## config.mk

```make
export PLATFORM = sky130hd
export DESIGN_NAME = mul_rs_dispatch
export DESIGN_NICKNAME = d
export VERILOG_FILES = /design/src/rtl/mul_rs_dispatch.sv
export SDC_FILE = /design/constraint.sdc
export NUM_CORES = 1
export LEC_CHECK = 0
export ABC_AREA = 1
export CAP_MARGIN = 10
export CORE_MARGIN = 1.5
export CORE_UTILIZATION = 45
export CTS_BUF_LIST = sky130_fd_sc_hd__clkbuf_8 sky130_fd_sc_hd__clkbuf_16
export CTS_CLUSTER_SIZE = 28
export DETAILED_ROUTE_END_ITERATION = 10
export PLACE_DENSITY_LB_ADDON = 0.2
export SKIP_LAST_GASP = 1
export SYNTH_ARGS = -nofsm -noshare
export SYNTH_HDL_FRONTEND = slang
export SYNTH_SLANG_ARGS = --single-unit
```

## constraint.sdc

```tcl
create_clock -name clk1 -period 4.2 [get_ports clk1]
set_clock_uncertainty 0.05 [all_clocks]
set_input_delay 0.42 -clock clk1 [delete_from_list [all_inputs] [get_ports clk1]]
set_output_delay 0.42 -clock clk1 [all_outputs]
set_load 0.05 [all_outputs]
```

## src/rtl/mul_rs_dispatch.sv

```systemverilog
// rtl/mul_rs_dispatch.sv - mul/div reservation station; optional age select under MUL_RS_AGE_EN
module mul_rs_dispatch #(
  parameter int XLEN  = 32,
  parameter int TAG_W = 3,
  parameter int DEPTH = 3,
  parameter int CNT_W = 2
) (
  input  logic             clk1,
  input  logic             rst_n,
  input  logic             flush,
  input  logic             alloc_valid,
  output logic             alloc_ready,
  input  logic [2:0]       alloc_fun3,
  input  logic [TAG_W-1:0] alloc_des,
  input  logic             alloc_rdy1,
  input  logic             alloc_rdy2,
  input  logic [XLEN-1:0]  alloc_val1,
  input  logic [XLEN-1:0]  alloc_val2,
  input  logic [TAG_W-1:0] alloc_tag1,
  input  logic [TAG_W-1:0] alloc_tag2,
  output logic             alloc_err,
  input  logic             cdb_valid,
  input  logic [TAG_W-1:0] cdb_tag,
  input  logic [XLEN-1:0]  cdb_data,
  output logic             fu_valid,
  input  logic             fu_ready,
  output logic [XLEN-1:0]  fu_data1,
  output logic [XLEN-1:0]  fu_data2,
  output logic [2:0]       fu_fun3,
  output logic [TAG_W-1:0] fu_des,
  output logic [CNT_W-1:0] mul_rs_c
);

  localparam int IDX_W = (DEPTH > 1) ? $clog2(DEPTH) : 1;
  localparam logic [CNT_W-1:0] DEPTH_C = CNT_W'(DEPTH);

  logic [DEPTH-1:0] busy_q, busy_d, rdy1_q, rdy1_d, rdy2_q, rdy2_d;
  logic [2:0]       fun3_q [DEPTH];
  logic [2:0]       fun3_d [DEPTH];
  logic [TAG_W-1:0] des_q  [DEPTH];
  logic [TAG_W-1:0] des_d  [DEPTH];
  logic [TAG_W-1:0] tag1_q [DEPTH];
  logic [TAG_W-1:0] tag1_d [DEPTH];
  logic [TAG_W-1:0] tag2_q [DEPTH];
  logic [TAG_W-1:0] tag2_d [DEPTH];
  logic [XLEN-1:0]  val1_q [DEPTH];
  logic [XLEN-1:0]  val1_d [DEPTH];
  logic [XLEN-1:0]  val2_q [DEPTH];
  logic [XLEN-1:0]  val2_d [DEPTH];
  logic [CNT_W-1:0] cnt_q, cnt_d;
  logic             err_q, err_d;
  // Lock keeps the offered entry fixed while the unit stalls, so a late wakeup cannot swap it
  logic             lock_q, lock_d;
  logic [IDX_W-1:0] lock_idx_q, lock_idx_d;
`ifdef MUL_RS_AGE_EN
  logic [CNT_W-1:0] age_q [DEPTH];
  logic [CNT_W-1:0] age_d [DEPTH];
  logic [CNT_W-1:0] best_age;
`endif

  logic [DEPTH-1:0] elig;
  logic             found, free_found;
  logic [IDX_W-1:0] sel, free_idx;
  logic             legal, alloc_ok, disp;

  // Select the entry offered to the unit and the lowest free slot, from registered state only
  always_comb begin
    elig       = busy_q & rdy1_q & rdy2_q;
    found      = 1'b0;
    sel        = '0;
    free_found = 1'b0;
    free_idx   = '0;
`ifdef MUL_RS_AGE_EN
    best_age   = '0;
`endif
    for (int i = 0; i < DEPTH; i++) begin
`ifdef MUL_RS_AGE_EN
      if (elig[i] && (!found || age_q[i] < best_age)) begin
        found    = 1'b1;
        sel      = IDX_W'(i);
        best_age = age_q[i];
      end
`else
      if (elig[i] && !found) begin
        found = 1'b1;
        sel   = IDX_W'(i);
      end
`endif
      if (!busy_q[i] && !free_found) begin
        free_found = 1'b1;
        free_idx   = IDX_W'(i);
      end
    end
    if (lock_q) sel = lock_idx_q;
  end

  assign alloc_ready = (cnt_q < DEPTH_C);
  assign fu_valid    = |elig;
  assign fu_data1    = fu_valid ? val1_q[sel] : '0;
  assign fu_data2    = fu_valid ? val2_q[sel] : '0;
  assign fu_fun3     = fu_valid ? fun3_q[sel] : '0;
  assign fu_des      = fu_valid ? des_q[sel]  : '0;
  assign mul_rs_c    = cnt_q;
  assign alloc_err   = err_q;

  assign legal    = (alloc_fun3 < 3'd2);
  assign alloc_ok = alloc_valid & alloc_ready & legal;
  assign disp     = fu_valid & fu_ready;

  // Next state: wakeup, dispatch, allocation with CDB bypass, counter; flush overrides all
  always_comb begin
    busy_d = busy_q;
    rdy1_d = rdy1_q;
    rdy2_d = rdy2_q;
    fun3_d = fun3_q;
    des_d  = des_q;
    tag1_d = tag1_q;
    tag2_d = tag2_q;
    val1_d = val1_q;
    val2_d = val2_q;
`ifdef MUL_RS_AGE_EN
    age_d  = age_q;
`endif
    cnt_d      = cnt_q;
    err_d      = alloc_valid & alloc_ready & !legal;
    lock_d     = fu_valid & !fu_ready;
    lock_idx_d = sel;

    for (int i = 0; i < DEPTH; i++) begin
      if (cdb_valid && busy_q[i] && !rdy1_q[i] && tag1_q[i] == cdb_tag) begin
        rdy1_d[i] = 1'b1;
        val1_d[i] = cdb_data;
      end
      if (cdb_valid && busy_q[i] && !rdy2_q[i] && tag2_q[i] == cdb_tag) begin
        rdy2_d[i] = 1'b1;
        val2_d[i] = cdb_data;
      end
`ifdef MUL_RS_AGE_EN
      if (disp && busy_q[i] && age_q[i] > age_q[sel]) age_d[i] = age_q[i] - CNT_W'(1);
`endif
    end

    if (disp) busy_d[sel] = 1'b0;

    if (alloc_ok) begin
      busy_d[free_idx] = 1'b1;
      fun3_d[free_idx] = alloc_fun3;
      des_d[free_idx]  = alloc_des;
      tag1_d[free_idx] = alloc_tag1;
      tag2_d[free_idx] = alloc_tag2;
      rdy1_d[free_idx] = alloc_rdy1 | (cdb_valid && alloc_tag1 == cdb_tag);
      rdy2_d[free_idx] = alloc_rdy2 | (cdb_valid && alloc_tag2 == cdb_tag);
      val1_d[free_idx] = alloc_rdy1 ? alloc_val1 : cdb_data;
      val2_d[free_idx] = alloc_rdy2 ? alloc_val2 : cdb_data;
`ifdef MUL_RS_AGE_EN
      // Newest rank is the occupancy, shifted down when an older entry leaves this cycle
      age_d[free_idx]  = disp ? cnt_q - CNT_W'(1) : cnt_q;
`endif
    end

    case ({alloc_ok, disp})
      2'b10:   cnt_d = cnt_q + CNT_W'(1);
      2'b01:   cnt_d = cnt_q - CNT_W'(1);
      default: cnt_d = cnt_q;
    endcase

    if (flush) begin
      busy_d = '0;
      rdy1_d = '0;
      rdy2_d = '0;
      cnt_d  = '0;
      err_d  = 1'b0;
      lock_d = 1'b0;
    end
  end

  // Control state is reset; payload arrays only matter while busy so they are not
  always_ff @(posedge clk1) begin
    if (!rst_n) begin
      busy_q     <= '0;
      rdy1_q     <= '0;
      rdy2_q     <= '0;
      cnt_q      <= '0;
      err_q      <= 1'b0;
      lock_q     <= 1'b0;
      lock_idx_q <= '0;
    end else begin
      busy_q     <= busy_d;
      rdy1_q     <= rdy1_d;
      rdy2_q     <= rdy2_d;
      cnt_q      <= cnt_d;
      err_q      <= err_d;
      lock_q     <= lock_d;
      lock_idx_q <= lock_idx_d;
    end
    fun3_q <= fun3_d;
    des_q  <= des_d;
    tag1_q <= tag1_d;
    tag2_q <= tag2_d;
    val1_q <= val1_d;
    val2_q <= val2_d;
`ifdef MUL_RS_AGE_EN
    age_q  <= age_d;
`endif
  end

endmodule

```

### Yosys cells after proc, flatten, opt, wreduce, memory -nomap -nowiden

Cells that the tools add are included.

* bits in writable memories: 0
* bits in registers: 243
* output and inout bits: 75
* memory bits (read-only): 0
* memories kept: 0
* latch bits: 0
* input bits: 119

* eq/ne operators: 10
* reduce and logical (&&, ||, !) cells: 40
* add/subtract/negate cells: 2
* multiplexer cells: 62
* magnitude comparators: 9
* $mul: 0
* bitwise operators: 15
* shift-type cells: 0
* div/mod/pow operators: 0

Operator list (number)
* 32-bit 2-to-1 mux: 15
* 96-bit bitwise mux: 2
* 96-bit 2-to-1 mux: 2
* 32-bit binary-select mux with 2-bit select: 2
* 32-bit demux with 2-bit select: 1
* 9-bit bitwise mux: 4
* 3-bit 2-to-1 mux: 11
* 3-bit equality test: 8
* 1-bit logical AND: 24
* 1-bit 2-to-1 mux: 14
* 1-bit zero test: 13
* 3-bit binary-select mux with 2-bit select: 2
* 3-bit AND: 3
* 3-bit bitwise mux: 2
* 3-bit demux with 2-bit select: 1
* 3-bit greater-or-equal comparator, second input constant: 2
* 2-bit by 3-bit less-than comparator with 1-bit output, second input constant: 2
* 2-bit 2-to-1 mux: 3
* 2-bit NOT with 3-bit output: 2
* 1-bit AND: 5
* 1-bit demux with 2-bit select: 2
* 2-bit by 1-bit greater-or-equal comparator with 1-bit output, second input constant: 2
* 2-bit case mux with 2 select lines: 1
* 3-bit by 1-bit less-than comparator with 1-bit output, second input constant: 1
* 13 further kinds: 14

### Logic depth before layout (Yosys ltp)

Gate-level depths: netlist of run 1.

* word-level depth: 19
* gate-level depth with buffers: 11

### Worst setup path before layout of run 1

Ideal clock, no wire load.

* kind: register to output
* start: register busy_q[0]
* end: output fu_data1[0]
* data arrival time: 2.126 ns
* stages on the path, launching flop included: 6
* slack: 1.604 ns
* cell sequence: dfxtp_1 -> nand3_2 -> nand3_1 -> inv_2 -> clkbuf_1 -> a21oi_1

* elaborated cells between the ends (all ways): 17
* classes of those cells: mux: 9; bitwise: 3; reduce/logical: 5

RTL lines
* start, declared: line 37 `logic [DEPTH-1:0] busy_q, busy_d, rdy1_q, rdy1_d, rdy2_q, rdy2_d;`
* start signal, assigned: line 188 `busy_q <= busy_d;`
* 3-bit AND (2 in series): line 68 `elig = busy_q & rdy1_q & rdy2_q;`
* 3-bit OR reduction: line 98 `assign fu_valid = |elig;`
* via fu_valid: line 25 `output logic fu_valid,`
* 32-bit 2-to-1 mux: line 99 `assign fu_data1 = fu_valid ? val1_q[sel] : '0;`
* end, declared: line 27 `output logic [XLEN-1:0] fu_data1,`

The timed path passes the listed nets, and every way through them passes these cells. The select of a mux whose other input is x is not followed.

### Worst setup path in the final report of run 1

* start: register busy_q[0]
* end: output fu_data2[6]

* longest elaborated chain between the ends: 15
* elaborated cells between the ends (all ways): 17
* classes of those cells: mux: 9; bitwise: 3; reduce/logical: 5

RTL lines
* 3-bit AND * (2 in series): line 68
* 1-bit 2-to-1 mux: line 84 `if (elig[i] && !found) begin`
* 1-bit zero test: line 84
* 1-bit logical AND: line 84
* 1-bit 2-to-1 mux: line 84
* 1-bit zero test: line 84
* 1-bit logical AND: line 84
* 2-bit 2-to-1 mux: line 84
* 2-bit 2-to-1 mux: line 94 `if (lock_q) sel = lock_idx_q;`
* 2-bit NOT with 3-bit output (not written as such): line 100 `assign fu_data2 = fu_valid ? val2_q[sel] : '0;`
* 32-bit binary-select mux with 2-bit select: line 100
* 32-bit 2-to-1 mux (not written as such) (2 in series): line 100
* 32-bit 2-to-1 mux *: line 100
* end, declared: line 28 `output logic [XLEN-1:0] fu_data2,`

Every way passes the cells marked *; elsewhere a longest branch is shown, timed or not. The select of a mux whose other input is x is not followed.

==> results of run 1 <==
## cells by family after synthesis
group                    after synthesis  share of synthesized area, %
AO/OA/AOI/OAI                        302                          12.3
buffers and inverters                299                          9.80
adder cells (fa/ha/maj)                1                        0.0939
AND/OR/NAND/NOR                     1159                          37.1
flip-flops                           243                          39.2
XOR/XNOR                              23                          1.51
## how the worst max path moves through the flow
stage          startpoint           to  slack [ps]  depth (start not counted)
2_1_floorplan   busy_q[0]  fu_data1[0]        1600                          5
3_3_place_gp    busy_q[0]  fu_data2[7]        1240                          8
3_5_place_dp    busy_q[0]  fu_data2[6]        1210                          8
4_1_cts         busy_q[0]  fu_data2[6]         630                          8
5_1_grt         busy_q[0]  fu_data2[6]         460                          8
6_report        busy_q[0]  fu_data2[6]         560                          8
## sequential cells by signal, indices dropped and copies added (netlist names)
signal      flops
rdy2_q          3
lock_idx_q      2
fun3_q          9
mul_rs_c        2
des_q           9
tag1_q          9
val1_q         96
rdy1_q          3
lock_q          1
busy_q          3
val2_q         96
alloc_err       1
tag2_q          9
## layout make-up
cell class | count | area (sq um)
clock inverter | 13 | 60.1
timing repair buffer | 229 | 2920
inverter | 144 | 547
sequential | 243 | 5230
tap | 384 | 480
multi-input combinational | 1485 | 6880
fill | 2716 | 12000
clock buffer | 34 | 783
## synth_stat cells
master and instances:
sky130_fd_sc_hd__nor2_2 8, sky130_fd_sc_hd__o21ai_0 81, sky130_fd_sc_hd__clkbuf_2 1, sky130_fd_sc_hd__nand2_2 2
sky130_fd_sc_hd__a21oi_2 1, sky130_fd_sc_hd__nor3_1 1, sky130_fd_sc_hd__buf_1 3, sky130_fd_sc_hd__or2_1 2
sky130_fd_sc_hd__nand3b_1 3, sky130_fd_sc_hd__buf_2 58, sky130_fd_sc_hd__clkbuf_1 66, sky130_fd_sc_hd__dfxtp_1 207
sky130_fd_sc_hd__nand4_1 3, sky130_fd_sc_hd__or2_2 1, sky130_fd_sc_hd__a31oi_1 96, sky130_fd_sc_hd__buf_6 2
sky130_fd_sc_hd__nand2_1 636, sky130_fd_sc_hd__inv_2 5, sky130_fd_sc_hd__nand3_1 370, sky130_fd_sc_hd__buf_4 25
sky130_fd_sc_hd__edfxtp_1 36, sky130_fd_sc_hd__nand3_4 1, sky130_fd_sc_hd__nor3b_1 1, sky130_fd_sc_hd__xor2_1 17
sky130_fd_sc_hd__inv_1 139, sky130_fd_sc_hd__nor2_1 124, sky130_fd_sc_hd__nand3_2 2, sky130_fd_sc_hd__nand2_4 1
sky130_fd_sc_hd__o21ai_1 49, sky130_fd_sc_hd__xnor2_1 6, sky130_fd_sc_hd__nor2_4 2, sky130_fd_sc_hd__nor2_8 1
sky130_fd_sc_hd__ha_1 1, sky130_fd_sc_hd__nor3_2 1, sky130_fd_sc_hd__a21oi_1 75
## stage by stage
step / hold slack, ps / std cells / utilization (%)
after floorplan: 398 / 2027 / -
after CTS: 416 / 2532 / 58.4
after global routing: 431 / 2532 / 58.4
after global placement: 407 / 2485 / 55.5
final: 424 / 2532 / 58.4
after detailed placement: 412 / 2485 / 55.5
## per-layer routing
metal,part of all wire [%],vias to the layer above
li1,-,6860
met1,41,6692
met2,45,813
met3,9.9,113
met4,3.3,0
met5,0,-
## power groups by stage
stage | combinational [mW] | clock [mW] | sequential (mW)
finish | 0.882 | 2.28 | 2.73
detailed placement | 0.862 | 0 | 2.77
CTS | 0.868 | 2.30 | 2.72
global placement | 0.839 | 0 | 2.76
floorplan | 0.568 | 0 | 2.74
global route | 0.991 | 2.39 | 2.74
## worst register-to-register path, stage by stage, from the launching register on
cell	delay, ps
sky130_fd_sc_hd__dfxtp_1	430
sky130_fd_sc_hd__nand2_1	80
sky130_fd_sc_hd__nor2_1	120
sky130_fd_sc_hd__inv_2	80
sky130_fd_sc_hd__nor2_8	110
sky130_fd_sc_hd__clkinv_2	660
sky130_fd_sc_hd__buf_4	530
sky130_fd_sc_hd__nor2_1	130
sky130_fd_sc_hd__a31oi_1	50
==> results.md, run 1 <==
- The per-cell via count in the routed design is 5.72.
- Per report_power, the combinational group accounts for between 10% and 20% of the total.
- In this run switching power makes up 27.4% of total power.
- The post-synth net total is 2147.
- The number of warnings printed during yosys synthesis is 0.
- Measured in cells, the most critical reg-to-reg path has a length of 8.
- In this run the register-to-register setup slack is 1820 ps.
- The synthesized design contains 243 register bits.
- Summing all placed instances gives a cell area of roughly 16000 sq um.
- The sequential cell area fraction in the yosys report is roughly two fifths.
- The via count of the routed design is 14500.
- In this design, the stage delay of the slowest critical-path cell is ~650 ps.
- The endpoint of the worst hold-timing path is val1_q[32].
- The final-report hold violation count is 0.
- sky130_fd_sc_hd__dfxtp_1 takes more of the synthesized area than any other cell.
- Setup violations remaining at the end of the flow were counted as 0.
- Ranked by total cell area, the synthesized netlist is headed by sky130_fd_sc_hd__dfxtp_1, sky130_fd_sc_hd__nand2_1, sky130_fd_sc_hd__nand3_1.
- The clock tree from TritonCTS is built.
- The sequential fraction of design power is 46.3%.
- Adding up every negative setup slack in the final design gives 0 ps.
- Setup repair after global routing left no endpoint under its margin.
- The arrival time of the worst setup path is approximately 3200 ps.
- The core region is 28900 sq um.
- The count of routing violations after the opening detailed-route iteration is 1627.
- The met1 routing resource usage after global routing is between 30% and 40%.
- The setup path with the least slack is of type reg2out.
- The completed layout was analyzed and its total power is 5.89 mW.
- The library cell used most frequently in the layout, excluding fill and tap cells, is sky130_fd_sc_hd__nand2_1.
- The number of standard cells after synthesis is between 2000 and 2500.
- Max-cap violations in this run came to 0.
- From synthesis to final layout, the design area changed by 26.8%.
- The required time at the worst-slack endpoint is 3730 ps.
- The worst reg2reg path endpoint is val2_q[3].
- Setup slack on the critical path of the routed design comes to approximately 560 ps.
- The count of buffer and inverter cells on the critical path is 2.
- The clock transition time at the flip-flop clock pins of the worst setup and hold paths is roughly 60 ps.
- The master cell of the clock root buffer is sky130_fd_sc_hd__clkbuf_16.
- Prior to clock tree synthesis, the placed netlist has a worst setup slack of between 1000 and 1500 ps.
- The fraction of power consumed by the clock network is about 39%.
- The global placement routability congestion is about 0.88.
- The slowest stage of the critical path belongs to the cell sky130_fd_sc_hd__nor2_4.
- The number of global-route vias before repair came to 13600.
- Port buffering added 193 buffers.
- After clock tree synthesis, the flow added hold-fix buffers numbering 0.
- In the final routed layout, each cell accounts on average for 18.7 um.
- The critical path startpoint category is a flip-flop.
- The die outline width is 175 um.
- The worst setup path is captured at an output pin.
- Once the clock tree was built, the setup fixing pass inserted 0 buffers.
- The startpoint of the tightest hold check path is val1_q[32].
- The number of gates resized after CTS was 0.
- The HPWL after detailed placement is between 20 and 30 mm.
- The met3 track utilization from global routing is roughly 4.4%.
- Cell internal power was estimated by the tool at 4.28 mW.
- The length of the first detailed-routing pass in iterations is 5.
- The effective utilization at floorplan is between 40 and 50%.
- The critical path goes through nand3_2, nand3_4, nand2_4, nor2_4, buf_4, nand2_1, a21oi_1, buf_12.
- Measured along the y axis, the die boundary spans 175 um.
- The number of placement rows is 62.
- The count of unresolved DRC violations after routing is 0.
- The area of all placed cells without fillers is roughly 17000 sq um.
- The first global-routing pass estimated 73.7 mm of wire.
- For met2 alone, demand over resource in global routing was 49.5%.
- The area enclosed by the die boundary is approximately 31000 sq um.
- The worst hold path passes through 2 cells.
- The run finished with clean final reports.
- The maximum buffer depth of the clock tree is 3.
- The worst supply voltage drop on vdd is 0.322 mV.
- The number of buffers created by CTS is 27.
- In the layout the commonest cells are sky130_fd_sc_hd__nand2_1, sky130_fd_sc_hd__nand3_1, sky130_fd_sc_hd__dfxtp_1.
- The total number of H-tree levels is 1.
- In this run the most used layer during global routing was met2.
- In this run the tightest slew margin relative to its limit is 25.9%.
- The number of antenna violations at the first check in global routing is 0.
- The leftover overflow at the end of global routing is 0.
- The count of inserted antenna diode cells is 0.
- The final critical-path share of the clock period is 86.6%.
- The maximum clock frequency is 275 MHz.
- The number of ports placed on the die boundary is between 150 and 200.
- The analysis attributes to net switching a power of 1.61 mW.
- The path type of the worst min-delay path is reg2reg.
- The remaining number of nets flagged by the antenna check after routing is 0.
- Of the post-synthesis cell area, the dominant cell type holds between 30% and 40%.
- The summed instance area of the synthesized netlist is 13300 sq um.
- The final wirelength is 47.2 mm.
- The startpoint identified for the worst register-to-register timing path is busy_q[0].
- For the finished layout, the period the worst path requires is 3640 ps.
- The post-synthesis area per instance is 6.57 sq um.
- At the pin with the least slew margin, the transition time is roughly 1100 ps.
- The clock reaches the later pin of the worst-skew pair after 540 ps.
- The count of pins over their slew limit is 0.
- In this run, distinct cell masters in the synthesized netlist total 35.
- The analysis attributes to cell leakage a power of 7.59 nW.
- In the final layout, the share of cells above drive strength 1 is 8.38%.
- The critical-path maximum fanout is 31.
- Global routing used 30.0% of the available tracks.
- Dividing total power by cell area gives a power density of ~350 nW/um^2.
- CTS saw 243 sinks.
- Entering global routing, the biggest net connects 75 pins.
- In the final design database the tool counted between 2000 and 2500 nets.
- The cell family contributing the most delay on the critical path is simple AND/OR/NAND/NOR gates.
(Power assumes the default switching activity.)
==> run 2, diff against run 1 <==
Settings changed: CORE_UTILIZATION 45 to 35, SLEW_MARGIN from default to 20.
==> run 2 against run 1 <==
Compared with the run above: power rose by 1.6%; highest routed layer unchanged; sequential share of layout area fell by 0.29 points; largest power group unchanged; critical path type unchanged; fmax fell by 0.50%.
==> results.md, run 2 (synthesized netlist as in run 1, its figures left out) <==
- The run finished with clean final reports.
- The cell area power density came to 351 nW/um^2 (+0.65%).
- The largest registers in the layout are val1_q (96), val2_q (96).
- The count of routing violations after the opening detailed-route iteration is 1363 (-16%).
- The count of input and output buffers is 193 (unchanged).
- The portion of total power attributed to combinational logic is 14.6% (-0.4 points).
- The post-cts repair resize count is 0 (unchanged).
- The final critical-path required period was 3660 ps (+18.2 ps).
- The clock latency at the later pin of the worst-skew pair was 550 ps (about the same).
- The post-layout total power came to 5.98 mW (+1.6%).
- In the layout the commonest cells are sky130_fd_sc_hd__nand2_1, sky130_fd_sc_hd__nand3_1, sky130_fd_sc_hd__dfxtp_1.
- The count of unresolved DRC violations after routing is 0 (unchanged).
- The leftover overflow at the end of global routing is 0 (unchanged).
- The hold-fix buffer count after cts is 0 (unchanged).
- The critical path in this run is classified as reg2out.
- The number of sinks on the clock net was 243 (unchanged).
- The final critical-path share of the clock period came to 87.1% (+0.43 points).
- The critical path endpoint category is an output pin.
- The count of pins over their slew limit is 0 (unchanged).
- The vertical die dimension is 198 um (+13%).
- The final-report hold violation count is 0 (unchanged).
- The number of buffers created by CTS was 28 (+3.7%).
- The die outline width is 198 um (+13%).
- The filler cell count in the final layout is 3726 (+37%).
- The required time at the worst-slack endpoint is 3730 ps (about the same).
- The sequential fraction of design power is 45.6% (-0.7 points).
- The most frequent standard cell in the layout excluding fill and tap cells is sky130_fd_sc_hd__nand2_1.
- The maximum clock frequency is 274 MHz (-0.50%).
- The average routed wire per standard cell is 19.1 um (+2.6%).
- The total number of H-tree levels is 1 (unchanged).
- The remaining number of nets flagged by the antenna check after routing is 0 (unchanged).
- The number of placement rows came to 71 (+15%).
- The area enclosed by the die boundary is 39200 sq um (+28%).
- The effective utilization at floorplan is 35.4% (-11 points).
- TritonCTS built the clock tree.
- The detailed-placement wirelength estimate is 30.2 mm (+8.5%).
- The wire length of the first global-routing pass is 78.6 mm (+6.6%).
- The register area came to 5230 sq um (unchanged).
- The final wirelength is 51.0 mm (+7.9%).
- The root buffer cell chosen for the clock tree is sky130_fd_sc_hd__clkbuf_16.
- The sum of negative setup slack came to 0 ps (unchanged).
- The worst slew slack as a fraction of its limit is 30.4% (+4.4 points).
- The max-capacitance violation count was 0 (unchanged).
- The switching part of the total is 27.5% (+0.14 points).
- The fraction of power consumed by the clock network is 39.8% (+1.1 points).
- The total global routing track utilization is 25.5% (-4.4 points).
- The critical path startpoint category is a flip-flop.
- The internal power consumption came to 4.34 mW (+1.4%).
- Setup repair after global routing left no endpoint under its margin.
- The tightest hold margin is 420 ps (-3.15 ps).
- The area of combinational cells with multiple inputs is 6890 sq um (+0.25%).
- The global placement routability congestion was 0.814 (-7.1%).
- Compared with the post-synthesis result, the final layout area differs by 28.0%.
- The critical-path maximum fanout is 46 (+48%).
- The worst supply voltage drop on vdd is 0.305 mV (-5.4%).
- The min-delay analysis places its worst path in the category reg2reg.
- The per-cell via count in the routed design came to 5.41 (-5.3%).
- The net count of the finished layout is 2247 (-0.13%).
- The setup violation total in the final timing report is 0 (unchanged).
- The net switching power figure is 1.65 mW (+2.1%).
- The length of the first detailed-routing pass in iterations is 9 (+4).
- The measured slew at the worst slew-check pin was 1040 ps (-66.3 ps).
- The area of the core is 37600 sq um (+30%).
- The number of setup buffers added after CTS is 0 (unchanged).
- The via count of the routed design is 14400 (-0.52%).
- The maximum buffer depth of the clock tree is 3 (unchanged).
- The fraction of final layout cells sized beyond drive strength 1 was 8.38% (about the same).
- The pin count of the biggest net entering global routing is 74 (-1.3%).
- The arrival time of the worst setup path is 3190 ps (+20 ps).
- The number of ports placed on the die boundary is 194 (unchanged).
- The total leakage power is 7.60 nW (about the same).
- The number of antenna violations at the first check in global routing came to 1 (+1).
- The number of global-route vias before repair came to 13900 (+1.7%).
- The clock transition time at the flip-flop clock pins of the worst setup and hold paths is 60 ps (about the same).
[run 2: cell types whose count changed in the layout (fill, tap and decap cells not counted), moves of 2 or more]
| cell | previous run | this run |
|---|---|---|
| sky130_fd_sc_hd__buf_12 | 72 | 70 |
| sky130_fd_sc_hd__nand2_1 | 635 | 630 |
| sky130_fd_sc_hd__bufinv_16 | 0 | 2 |
| sky130_fd_sc_hd__nand2_2 | 3 | 7 |
| sky130_fd_sc_hd__clkbuf_8 | 6 | 0 |
| sky130_fd_sc_hd__clkinv_1 | 0 | 7 |
| sky130_fd_sc_hd__buf_4 | 34 | 32 |
| sky130_fd_sc_hd__clkinv_2 | 7 | 9 |
[run 2: layout make-up]
| class | instances | share of cell area (%) |
|---|---|---|
| Multi-Input combinational cell | 1485 | 40.4 |
| Clock inverter | 23 | 0.903 |
| Timing Repair Buffer | 225 | 16.8 |
| Antenna cell | 1 | 0.0147 |
| Sequential cell | 243 | 30.6 |
| Tap cell | 511 | 3.75 |
| Inverter | 144 | 3.21 |
| Clock buffer | 29 | 4.26 |
[run 2: power groups by stage]
stage	clock network [mW]	registers [mW]	logic, mW
3_3_place_gp	0	2.76	0.843
2_1_floorplan	0	2.74	0.568
5_1_grt	2.49	2.75	0.992
4_1_cts	2.41	2.72	0.866
3_5_place_dp	0	2.77	0.861
6_report	2.38	2.73	0.876
[run 2: metrics by stage]
step / cell area (sq um) / cells / worst slack, ps / util [%]
detailed placement: 16200 / 2608 / 1180 / 43.0
finish: 17100 / 2661 / 544 / 45.4
global placement: 16200 / 2608 / 1160 / 43.0
global route: 17000 / 2660 / 400 / 45.4
CTS: 17000 / 2660 / 588 / 45.4
floorplan: 13300 / 2027 / 1600 / -
[run 2: final timing paths]
check                                start            to  slack [ps]  depth (start not counted)
worst max register to register   busy_q[0]    val2_q[86]        1850                         10
worst min-delay path            val2_q[37]    val2_q[37]         420                          2
worst max-delay path             busy_q[1]  fu_data1[30]         540                         10
worst min register to register  val2_q[37]    val2_q[37]         420                          2
[run 2: routing by layer]
metal  global-route usage, %  vias to the layer above  wire, um
met5                       0                        -         0
met4                    9.44                        0      1430
met3                    4.28                      108      4530
met2                    42.0                      743     23400
met1                    33.5                     6696     21600
li1                        -                     6856         -
[run 2: critical path, stage by stage (launching register included)]
cell	delay (ps)
sky130_fd_sc_hd__dfxtp_1	440
sky130_fd_sc_hd__nand2_1	80
sky130_fd_sc_hd__nor2_1	170
sky130_fd_sc_hd__nand3_4	100
sky130_fd_sc_hd__nand2_4	330
sky130_fd_sc_hd__buf_4	610
sky130_fd_sc_hd__nand2_1	110
sky130_fd_sc_hd__nand2_1	90
sky130_fd_sc_hd__nand2_1	50
sky130_fd_sc_hd__a21oi_1	450
sky130_fd_sc_hd__buf_12	200
==> run 3, diff against run 2 <==
Settings changed: CORE_ASPECT_RATIO from default to 1.1.
==> run 3 against run 2 <==
Compared with the run above: hold slack about the same; worst setup slack better by 100 ps; flip-flop and latch count unchanged; fmax up 2.9%; die area about the same; non-clock buffer count down 3; critical path type unchanged; critical endpoint is now fu_data2[16].
==> results.md, run 3 (synthesized netlist as in run 1, its figures left out) <==
- The clock tree from TritonCTS is built.
- The count of pins over their slew limit is 0 (unchanged).
- The fraction of final layout cells sized beyond drive strength 1 is 8.31% (-0.062 points).
- The total global routing track utilization is 25.1% (-0.38 points).
- The startpoint identified for the worst register-to-register timing path is mul_rs_c[0].
- The count of routing violations after the opening detailed-route iteration is 1375 (+0.88%).
- The most frequent standard cell in the layout excluding fill and tap cells is sky130_fd_sc_hd__nand2_1.
- The maximum clock frequency is 281 MHz (+2.9%).
- The net count of the finished layout is 2243 (-0.18%).
- The wire length on met2 came to 23.2 mm (-0.96%).
- The die outline width is 189 um (-4.6%).
- The final critical-path required period came to 3550 ps (-103 ps).
- The vertical die dimension is 208 um (+4.8%).
- The measured slew at the worst slew-check pin was 992 ps (-52.5 ps).
- The clock transition time at the flip-flop clock pins of the worst setup and hold paths came to 60 ps (about the same).
- The final worst slack is 647 ps (+103 ps).
- The area of combinational cells with multiple inputs was 6890 sq um (unchanged).
- The worst slack at placement was 1240 ps (+55.3 ps).
- The fraction of power consumed by the clock network is 39.3% (-0.5 points).
- The number of global-route vias before repair is 14100 (+1.4%).
- The number of setup buffers added after CTS is 0 (unchanged).
- The pin count of the biggest net entering global routing is 78 (+5.4%).
- The sequential fraction of design power was 46.0% (+0.4 points).
- The final wirelength is 50.1 mm (-1.6%).
- The layout overhead on the synthesized area is 27.9%.
- The worst supply voltage drop on vdd is 0.259 mV (-15%).
- The internal power consumption is 4.31 mW (-0.50%).
- The worst setup path is launched from a flip-flop.
- The arrival time of the worst setup path came to 3080 ps (-110 ps).
- The routed length on met3 is 4.33 mm (-4.5%).
- The setup violation total in the final timing report is 0 (unchanged).
- The net switching power figure was 1.61 mW (-2.3%).
- The count of inserted antenna diode cells is 0 (-1).
- The register area was 5230 sq um (unchanged).
- The number of ports placed on the die boundary is 194 (unchanged).
- The count of input and output buffers is 193 (unchanged).
- The portion of total power attributed to combinational logic is 14.7% (about the same).
- The final-report hold violation count was 0 (unchanged).
- The hold-fix buffer count after cts came to 0 (unchanged).
- The post-cts repair resize count came to 0 (unchanged).
- The leftover overflow at the end of global routing is 0 (unchanged).
- The final critical-path share of the clock period is 84.6% (-2.5 points).
- The critical-path maximum fanout came to 45 (-2.2%).
- The required time at the worst-slack endpoint is 3730 ps (about the same).
- The startpoint of the tightest hold check path is val2_q[24].
- The remaining number of nets flagged by the antenna check after routing was 0 (unchanged).
- The switching part of the total is 27.2% (-0.36 points).
- The worst setup slack for register-to-register paths was 1850 ps (about the same).
- The effective utilization at floorplan came to 35.7% (+0.25 points).
- The flow ran to the end, and the final reports show no timing, DRC or antenna violations.
- In the layout the commonest cells are sky130_fd_sc_hd__nand2_1, sky130_fd_sc_hd__nand3_1, sky130_fd_sc_hd__dfxtp_1.
- The path type of the worst min-delay path is reg2reg.
- The master cell of the clock root buffer is sky130_fd_sc_hd__clkbuf_16.
- The area of the core is 37300 sq um (-0.70%).
- In the final layout, the registers with the most flip-flops are val1_q (96), val2_q (96).
- The critical path is of the reg2out type.
- The detailed-placement wirelength estimate is 29.4 mm (-2.8%).
- The critical path endpoint category is an output pin.
- The number of buffers created by CTS came to 27 (-3.6%).
- The number of sinks on the clock net is 243 (unchanged).
- The average routed wire per standard cell was 19.0 um (-0.67%).
- The via count of the routed design is 14400 (-0.33%).
- The wire length on met1 is 20.7 mm (-4.1%).
- The sum of negative setup slack came to 0 ps (unchanged).
- The number of antenna violations at the first check in global routing is 3 (+2).
- The highest layer used for signal routing is met5.
- The total instance count after detailed placement came to 2588 (-0.77%).
- The area enclosed by the die boundary is 39200 sq um (about the same).
- The count of placed standard cells in the final layout, fillers left out is 2635 (-0.98%).
- The global placement routability congestion is 0.822 (+1.0%).
- The cell area power density is 348 nW/um^2 (-0.88%).
- The maximum buffer depth of the clock tree is 3 (unchanged).
- The number of placement rows is 74 (+4.2%).
- The max-capacitance violation count is 0 (unchanged).
- Tracing the worst setup path back leads to its startpoint at busy_q[1].
- The per-cell via count in the routed design is 5.45 (+0.65%).
- Setup repair after global routing left no endpoint under its margin.
- The clock latency at the later pin of the worst-skew pair is 530 ps (-20 ps).
- The length of the first detailed-routing pass in iterations is 5 (-4).
- The total number of H-tree levels is 1 (unchanged).
- The count of unresolved DRC violations after routing was 0 (unchanged).
- The tightest hold margin was 420 ps (+0.0290 ps).
- The wire length of the first global-routing pass is 78.6 mm (about the same).
- The worst slew slack as a fraction of its limit is 33.9% (+3.5 points).
- The total leakage power was 7.59 nW (-0.11%).
- The filler cell count in the final layout is 3775 (+1.3%).
-- run 3: final timing paths --
check / to / cells after the start
worst max register to register: val2_q[49] / 8
worst min register to register: val2_q[24] / 2
worst min-delay path: val2_q[24] / 2
worst max-delay path: fu_data2[16] / 10
-- run 3: cell type report --
cell class                      count  share of cell area (%)
Clock inverter                     17                   0.823
Timing Repair Buffer              222                    17.0
Inverter                          144                    3.21
Clock buffer                       30                    4.21
Multi-Input combinational cell   1485                    40.5
Sequential cell                   243                    30.7
Tap cell                          494                    3.63
-- run 3: worst max-delay path, stage by stage, from the launching register on --
cell,delay (ps)
sky130_fd_sc_hd__dfxtp_1,430
sky130_fd_sc_hd__nand2_1,80
sky130_fd_sc_hd__nor2_1,180
sky130_fd_sc_hd__nand3_4,110
sky130_fd_sc_hd__nand2_4,340
sky130_fd_sc_hd__buf_4,560
sky130_fd_sc_hd__nand2_1,90
sky130_fd_sc_hd__nand2_1,80
sky130_fd_sc_hd__nand2_1,50
sky130_fd_sc_hd__a21oi_1,390
sky130_fd_sc_hd__buf_12,200
-- run 3: metal layers --
metal / up-vias / global-route usage [%]
li1: 6839 / -
met2: 679 / 41.6
met3: 125 / 4.26
met1: 6706 / 32.4
met4: 6 / 10.3
met5: - / 0
-- run 3: metrics by stage --
step	instance area, sq um	power [mW]	utilization [%]
final	17000	5.92	45.6
after detailed placement	16200	3.63	43.3
after global placement	16200	3.60	43.3
after floorplan	13300	3.31	-
after global routing	17000	6.20	45.6
after CTS	17000	5.95	45.6
-- run 3: power by group through the flow --
stage	clock network, mW	logic, mW	registers, mW
global placement	0	0.841	2.76
detailed placement	0	0.859	2.77
floorplan	0	0.568	2.74
finish	2.32	0.872	2.73
global route	2.46	0.996	2.75
CTS	2.37	0.865	2.72
